$ cat src/rtl/slave_arb_pkg.sv
// Shared types and default sizing for the slave channel arbiter.
package slave_arb_pkg;

   typedef enum logic {
      IDLE = 1'b0,
      BUSY = 1'b1
   } state_t;

   localparam int unsigned NUM_REQ   = 4;
   localparam int unsigned DATA_W    = 4;
   localparam int unsigned MAX_BURST = 10;

endpackage

$ cat src/rtl/slave_arb_rr_pick.sv
// Combinational round-robin picker: first asserted request after the last winner.
module rr_pick #(
   parameter int unsigned NUM_REQ = 4,
   parameter int unsigned IDX_W   = 2
) (
   input  logic [NUM_REQ-1:0] i_req,
   input  logic [IDX_W-1:0]   i_last,
   output logic [NUM_REQ-1:0] o_onehot,
   output logic [IDX_W-1:0]   o_idx
);

   int unsigned w_j;
   logic        w_found;

   // Offsets 1..NUM_REQ so the previous winner is examined last.
   always_comb begin
      o_onehot = '0;
      o_idx    = '0;
      w_found  = 1'b0;
      w_j      = 0;
      for (int unsigned k = 1; k <= NUM_REQ; k++) begin
         w_j = (int'(i_last) + k) % NUM_REQ;
         if (!w_found && i_req[IDX_W'(w_j)]) begin
            w_found                 = 1'b1;
            o_idx                   = IDX_W'(w_j);
            o_onehot[IDX_W'(w_j)]   = 1'b1;
         end
      end
   end

endmodule

$ cat src/rtl/slave_arb.sv
// Round-robin arbiter granting one requester a burst of up to MAX_BURST beats on a shared slave.
module slave_arb #(
   parameter int unsigned NUM_REQ   = slave_arb_pkg::NUM_REQ,
   parameter int unsigned DATA_W    = slave_arb_pkg::DATA_W,
   parameter int unsigned MAX_BURST = slave_arb_pkg::MAX_BURST
) (
   input  logic                               clk,
   input  logic                               rst,
   input  logic [NUM_REQ-1:0]                 req_valid,
   input  logic [NUM_REQ*DATA_W-1:0]          req_data,
   output logic [NUM_REQ-1:0]                 req_ready,
   output logic                               m_valid,
   output logic [DATA_W-1:0]                  m_data,
   input  logic                               m_ready,
   output logic [NUM_REQ-1:0]                 grant,
   output logic [$clog2(MAX_BURST+1)-1:0]     beat_cnt
);

   import slave_arb_pkg::*;

   localparam int unsigned IDX_W = (NUM_REQ > 1) ? $clog2(NUM_REQ) : 1;
   localparam int unsigned CNT_W = $clog2(MAX_BURST + 1);

   state_t             r_state, w_state_nxt;
   logic [NUM_REQ-1:0] r_grant, w_grant_nxt, w_win;
   logic [IDX_W-1:0]   r_gidx, w_gidx_nxt, r_last, w_last_nxt, w_win_idx;
   logic [CNT_W-1:0]   r_cnt, w_cnt_nxt;
   logic               w_gvalid, w_beat;

   rr_pick #(
      .NUM_REQ (NUM_REQ),
      .IDX_W   (IDX_W)
   ) u_rr_pick (
      .i_req    (req_valid),
      .i_last   (r_last),
      .o_onehot (w_win),
      .o_idx    (w_win_idx)
   );

   // Outputs are forced low while rst is high so no beat can complete in a reset cycle.
   always_comb begin
      w_gvalid  = req_valid[r_gidx];
      m_valid   = 1'b0;
      m_data    = '0;
      req_ready = '0;
      if (r_state == BUSY && !rst) begin
         m_valid   = w_gvalid;
         m_data    = req_data[r_gidx*DATA_W +: DATA_W];
         req_ready = r_grant & {NUM_REQ{m_ready}};
      end
      w_beat = m_valid && m_ready;
   end

   assign grant    = rst ? '0 : r_grant;
   assign beat_cnt = rst ? '0 : r_cnt;

   always_comb begin
      w_state_nxt = r_state;
      w_grant_nxt = r_grant;
      w_gidx_nxt  = r_gidx;
      w_last_nxt  = r_last;
      w_cnt_nxt   = r_cnt;
      case (r_state)
         IDLE: begin
            if (|req_valid) begin
               w_state_nxt = BUSY;
               w_grant_nxt = w_win;
               w_gidx_nxt  = w_win_idx;
               w_cnt_nxt   = '0;
            end
         end
         BUSY: begin
            if (!w_gvalid || (w_beat && r_cnt == CNT_W'(MAX_BURST - 1))) begin
               w_state_nxt = IDLE;
               w_grant_nxt = '0;
               w_cnt_nxt   = '0;
               w_last_nxt  = r_gidx;
            end else if (w_beat) begin
               w_cnt_nxt = r_cnt + 1'b1;
            end
         end
         default: w_state_nxt = IDLE;
      endcase
   end

   always_ff @(posedge clk) begin
      if (rst) begin
         r_state <= IDLE;
         r_grant <= '0;
         r_gidx  <= '0;
         r_last  <= IDX_W'(NUM_REQ - 1);
         r_cnt   <= '0;
      end else begin
         r_state <= w_state_nxt;
         r_grant <= w_grant_nxt;
         r_gidx  <= w_gidx_nxt;
         r_last  <= w_last_nxt;
         r_cnt   <= w_cnt_nxt;
      end
   end

endmodule

$ cat config.mk
export PLATFORM = sky130hd
export DESIGN_NAME = slave_arb
export DESIGN_NICKNAME = d
export VERILOG_FILES = /design/src/rtl/slave_arb_pkg.sv /design/src/rtl/slave_arb_rr_pick.sv /design/src/rtl/slave_arb.sv
export SDC_FILE = /design/constraint.sdc
export NUM_CORES = 1
export LEC_CHECK = 0
export BUFFER_PORTS_ARGS = -buffer_cell sky130_fd_sc_hd__buf_2
export CAP_MARGIN = 20
export CELL_PAD_IN_SITES_DETAIL_PLACEMENT = 1
export CELL_PAD_IN_SITES_GLOBAL_PLACEMENT = 1
export CORE_ASPECT_RATIO = 0.75
export CORE_MARGIN = 2
export CORE_UTILIZATION = 31
export DETAILED_ROUTE_END_ITERATION = 16
export HOLD_SLACK_MARGIN = 0.08
export PLACE_DENSITY = 0.66
export SLEW_MARGIN = 0
export SYNTH_ARGS = -nofsm -noshare
export SYNTH_HDL_FRONTEND = slang
export SYNTH_SLANG_ARGS = --single-unit
$ cat constraint.sdc
create_clock -name clk -period 4.7 [get_ports clk]
set_input_delay 0.47 -clock clk [delete_from_list [all_inputs] [get_ports clk]]
set_output_delay 0.47 -clock clk [all_outputs]
set_load 0.01 [all_outputs]
# Yosys cells after proc, flatten, opt, wreduce, memory -nomap -nowiden
# Cells that the tools add are included.
dict set report totals {
  out_inout_bits 17
  register_bits 13
  input_bits 23
}
dict set report op_classes {
  n_mux 44
  reduce_logical 21
  addsub 5
  n_bitwise 5
  n_lt_le_gt_ge 9
  n_eq_ne 4
  n_shift 1
}
# operator n
set ops {}
lappend ops {{$mux 4} 13}
lappend ops {{$pmux 4 s2} 2}
lappend ops {{$shiftx 16x5->4} 1}
lappend ops {{$lt 2x3->1 const B} 5}
lappend ops {{$mux 1} 15}
lappend ops {{$or 4x4->4} 3}
lappend ops {{$bmux 1 s2} 5}
lappend ops {{$logic_and 1x1->1} 10}
lappend ops {{$demux 1 s2} 4}
lappend ops {{$ge 2x1->1 const B} 4}
lappend ops {{$mux 2} 4}
lappend ops {{$reduce_and 2->1} 4}
lappend ops {{$logic_not 1->1} 5}
lappend ops {{$add 2x1->2 const B} 2}
lappend ops {{$add 2x2->2 const B} 2}
lappend ops {{$add 4x1->4 const B} 1}
lappend ops {{$and 4x4->4} 1}
lappend ops {{$eq 4x4->1 const B} 1}
lappend ops {{$reduce_or 4->1} 1}
lappend ops {{$ne 3x1->1 const B} 1}
lappend ops {{$ne 2x1->1 const B} 1}
lappend ops {{$ne 2x2->1 const B} 1}
lappend ops {{$pmux 1 s2} 1}
lappend ops {{$logic_or 1x1->1} 1}
lappend ops {{$not 1->1} 1}

# Depth between registers and ports, before layout
dict set report depth {
  depth_word 15
  depth_mapped 8
  mapped_depth_nobuf 6
}

# Hierarchy
# From an unflattened synthesis, not the netlist that was laid out.
dict set report hier_totals {
  cells_unflattened 162
  hier_area_um2 1411.4
}
# module area_per_inst_um2 cells_per_inst instances seq_area_each_um2
set modules_own_cells {}
lappend modules_own_cells {slave_arb 865.8 94 1 260.2}
lappend modules_own_cells {rr_pick 545.5 68 1 0.0}

# Worst setup path after synthesis
# No wires, ideal clock.
dict set report synth_timing {
  path_type {register -> register}
  startpoint {register r_last[0]}
  endpoint {register r_gidx[1]}
  required_time_ps 4616
  path_slack_ps 2340
  path_buffers 1
  period_less_slack_ps 2360
  t_arrival_ps 2276
  stages_incl_launch_ff 8
  cell_sequence {dfxtp_1 buf_6 inv_1 ha_1 mux4_2 nand2b_1 o32a_1 o31ai_2}
}
dict set report synth_via {
  elab_chain_len 13
}
# element line_no
set synth_rtl {}
lappend synth_rtl {{start, declared} slave_arb.sv:26} ;# logic [IDX_W-1:0] r_gidx, w_gidx_nxt, r_last, w_last_nxt, w_win_idx;
lappend synth_rtl {{start signal, assigned} slave_arb.sv:91} ;# r_last <= IDX_W'(NUM_REQ - 1);
lappend synth_rtl {{start signal, assigned} slave_arb.sv:97} ;# r_last <= w_last_nxt;
lappend synth_rtl {{$add 2x1->2} slave_arb_rr_pick.sv:22} ;# w_j = (int'(i_last) + k) % NUM_REQ;
lappend synth_rtl {{$bmux 1 s2} slave_arb_rr_pick.sv:23} ;# if (!w_found && i_req[IDX_W'(w_j)]) begin
lappend synth_rtl {{$mux 1 (implied by the code)} slave_arb_rr_pick.sv:23}
lappend synth_rtl {{$mux 1} slave_arb_rr_pick.sv:23}
lappend synth_rtl {{$logic_not 1->1} slave_arb_rr_pick.sv:23}
lappend synth_rtl {{$logic_and 1x1->1} slave_arb_rr_pick.sv:23}
lappend synth_rtl {{$mux 1} slave_arb_rr_pick.sv:23}
lappend synth_rtl {{$logic_not 1->1} slave_arb_rr_pick.sv:23}
lappend synth_rtl {{$logic_and 1x1->1} slave_arb_rr_pick.sv:23}
lappend synth_rtl {{$mux 1} slave_arb_rr_pick.sv:23}
lappend synth_rtl {{$logic_not 1->1} slave_arb_rr_pick.sv:23}
lappend synth_rtl {{$logic_and 1x1->1} slave_arb_rr_pick.sv:23}
lappend synth_rtl {{$mux 2 *} slave_arb_rr_pick.sv:23}
lappend synth_rtl {{end signal, assigned} slave_arb.sv:96} ;# r_gidx <= w_gidx_nxt;
lappend synth_rtl {{end, declared} slave_arb.sv:26}
# Every way passes the cells marked *; elsewhere a longest branch is shown, timed or not. The select of a mux whose other input is x is not followed.
# A chain may end at the register's enable or synchronous reset.

# Final worst setup path
dict set report layout_timing {
  startpoint {register r_last[0]}
  endpoint {register r_grant[3]}
}
dict set report layout_via {
  elab_chain_len 15
}
# element line_no
set layout_rtl {}
lappend layout_rtl {{parallel branches: the longest is 12 deep, another holds $lt 2x3->1} -}
lappend layout_rtl {{$mux 4 *} slave_arb_rr_pick.sv:23}
lappend layout_rtl {{$mux 4 *} slave_arb.sv:65} ;# if (|req_valid) begin
lappend layout_rtl {{$pmux 4 s2 *} slave_arb.sv:63} ;# case (r_state)
lappend layout_rtl {{end signal, assigned} slave_arb.sv:95} ;# r_grant <= w_grant_nxt;
lappend layout_rtl {{end, declared} slave_arb.sv:25} ;# logic [NUM_REQ-1:0] r_grant, w_grant_nxt, w_win;
# Every way passes the cells marked *. The select of a mux whose other input is x is not followed.

==> metrics.md <==
| Metric | Value |
|---|---|
| CTS clk-pin slew, worst paths | `about 60 ps` |
| Yosys warnings | `0` |
| Hold-fix buffers at CTS | `0` |
| Fill cell count | `530` |
| Worst setup SP type | `register` |
| Post-synth EDFFs | `0` |
| Cell taking the most area after synthesis | `dfxtp_1` |
| Tcrit/Tclk final | `between 60% and 70%` |
| Worst EP required | `a little under 5000 ps` |
| 1st-pass router iterations | `4` |
| RSZ-0062 raised after global routing | `no` |
| Finished Layout Cells | `roughly 240` |
| Detailed router's first-iteration violation count | `80` |
| Setup TNS | `0 ps` |
| CP Capture Type | `register` |
| Syn Inst Count | `about 150` |
| Remaining Overflow, GRT | `0` |
| Hold Violations, Final | `0` |
| Peak supply drop | `between 0.0001 and 0.00015 V` |
| Primary FF master, synth | `dfxtp_1` |
| Antenna violations before repair | `0` |
| TritonCTS clock tree | `yes` |
| CP max stage delay | `680 ps` |
| Max Freq | `between 0.3 and 0.4 GHz` |
| Total of max-cap violations | `0` |
| DRC errors left | `0` |
| Post-route ant nets | `0` |
| Synth top area cells | `dfxtp_1 (19%), mux4_2 (13%), ha_1 (9.0%)` |
| CP Cell Sequence | `inv_1 -> ha_1 -> mux4_2 -> nand2b_1 -> nor3_2 -> a221o_1` |
| Routed wire length | `between 4000 and 5000 um` |
| Post-CTS setup repair buffer count | `0` |
| Sink Count | `13` |
| Worst slack at placement | `1850 ps` |
| Vias in the first global route | `~1,200` |
| Buf/Inv on CP | `1` |
| Min Clock Period, post-route | `around 2900 ps` |
| Core Area | `~4400 um^2` |
| Ports | `40` |
| I/O Buffers | `39` |
| Syn_nets | `~180` |
| N_diodes | `0` |
| Register area | `roughly 260 um^2` |
| Yosys reg bits | `13` |
| Outcome | `finished clean` |
| Setup ws final | `roughly 1800 ps` |
| Routed vias/inst | `around 5.6` |
| Cts repair resizes | `0` |
| Nets | `215` |
| Rel. slew slack | `between 50% and 60%` |
| CP max stage cell | `dfxtp_1` |
| Initial Utilization | `around a third` |
| Area grow syn2layout | `17.50%` |
| Ys async rst share | `0%` |
| Top post-synthesis cells by count | `dfxtp_1 (13), a21oi_1 (12), ha_1 (10), inv_1 (9)` |
| Maximum number of pins on one net before global-route repair | `19` |
| CTS max path bufs | `2` |
| Yosys cell types | `48` |
| Static leakage | `0.6933 nW` |
| Clock root cell | `clkbuf_8` |
| Max Slew Vio Count | `0` |
| Rows | `21` |
| Die H | `slightly above 60 um` |
| Die Area | `just over 5000 um^2` |
| Die width | `around 81 um` |
| Most common cell in the netlist | `dfxtp_1` |
| Worst Hold Class | `register to register` |
| GPL Wtd Cong | `between 0.7 and 0.8` |
| Final hold slack | `531.7 ps` |
| Synthesized area per cell | `~9.4 um^2` |
| Top delay family on crit path | `flip-flops` |
| Clock skew | `approximately 2.3 ps` |
| Final setup vio count | `0` |
| Total track usage | `between 10% and 20%` |
| Share of layout cells above drive strength 1 | `between 30% and 40%` |
| Kind of critical path | `register to register` |
| Worst-path maximum fanout | `14` |
| First-pass GRT wire length | `6216 um` |
| Dpl cells | `approximately 230` |
| Post-synth top area share | `between 10% and 20%` |
| Clock latency on the worst-skew pair | `approximately 250 ps` |
| Power per cell area | `between 300 and 400 nW/um^2` |
| Multi-input gate area | `1032 um^2` |
| Part of the Yosys area used for sequential elements | `a little under a fifth` |
| H-tree depth | `1` |
| DP HPWL | `approximately 3200 um` |
| Via count | `between 1,000 and 1,500` |
| Worst-Margin Slew | `around 630 ps` |
| Crit path arrival time | `roughly 3100 ps` |
| Post-Syn Area | `~1400 um^2` |
| CTS Buf Count | `3` |
| Post-DR wirelength/cell | `between 15 and 20 um` |
[layer usage]
layer	GRT usage, %	part of all wire [%]	up-vias
met2	26.11	43	48
li1	-	-	639
met5	0	0	-
met4	2.906	0.51	0
met3	2.746	7.6	2
met1	22.97	48	650
[cell usage in the layout (no fill, tap or decap), types with 3 or more instances in the layout]
master and count:
ha_1 10, inv_1 9, a221oi_1 4, nor2_1 6, nand2b_1 3, a21oi_1 12, nand2_1 5, nor2b_1 8
buf_2 39, nand3b_1 6, and3_1 5, mux4_2 8, dfxtp_1 13, and2_1 5, clkbuf_8 3, a221o_1 4
nor3_1 5
[cell type report]
cell class | instances | share of cell area (%)
multi-input combinational | 116 | 63.03
sequential | 13 | 15.89
timing repair buffer | 39 | 11.92
tap | 57 | 4.354
clock buffer | 4 | 2.750
inverter | 9 | 2.063
[per-stage QoR]
| stage | power, mW | cell area [um^2] | utilization [%] |
|---|---|---|---|
| after CTS | 0.5354 | 1638 | 37.33 |
| after detailed placement | 0.4294 | 1593 | 36.30 |
| after floorplan | 0.3678 | 1394 | - |
| after global placement | 0.4151 | 1593 | 36.30 |
| after global routing | 0.5716 | 1638 | 37.33 |
| final | 0.5317 | 1638 | 37.33 |
[flip-flops by register name, indices dropped and copies added, names as in the netlist]
register and flops:
r_gidx 2, r_cnt 4, r_state 1, r_grant 4, r_last 2
[report_power, final]
part / switching, mW / leakage, nW / internal, mW
Clock: 0.0427 / 0.0228 / 0.0600
Combinational: 0.138 / 0.564 / 0.120
Sequential: 0.0411 / 0.107 / 0.130
[cell families (layout without fill, tap and decap cells)]
logic type	after synthesis	count (layout)	synth area share, %
AND/OR/NAND/NOR	56	56	25.23
multiplexers	10	10	15.62
flip-flops	13	13	18.67
AO/OA/AOI/OAI	40	40	24.24
adder cells (fa/ha/maj)	10	10	8.977
buffers and inverters	20	52	7.271
[worst paths after layout]
check / startpoint / endpoint / slack (ps) / cells past startpoint
worst max-delay path: r_last[0]$_SDFFE_PP1P_ / r_grant[3]$_SDFFE_PP0P_ / 1840 / 6
worst min register to register: r_grant[0]$_SDFFE_PP0P_ / r_grant[0]$_SDFFE_PP0P_ / 530 / 1
worst max register to register: r_last[0]$_SDFFE_PP1P_ / r_grant[3]$_SDFFE_PP0P_ / 1840 / 6
worst min-delay path: r_grant[0]$_SDFFE_PP0P_ / r_grant[0]$_SDFFE_PP0P_ / 530 / 1
No activity file was read; power rests on OpenSTA's default activity.
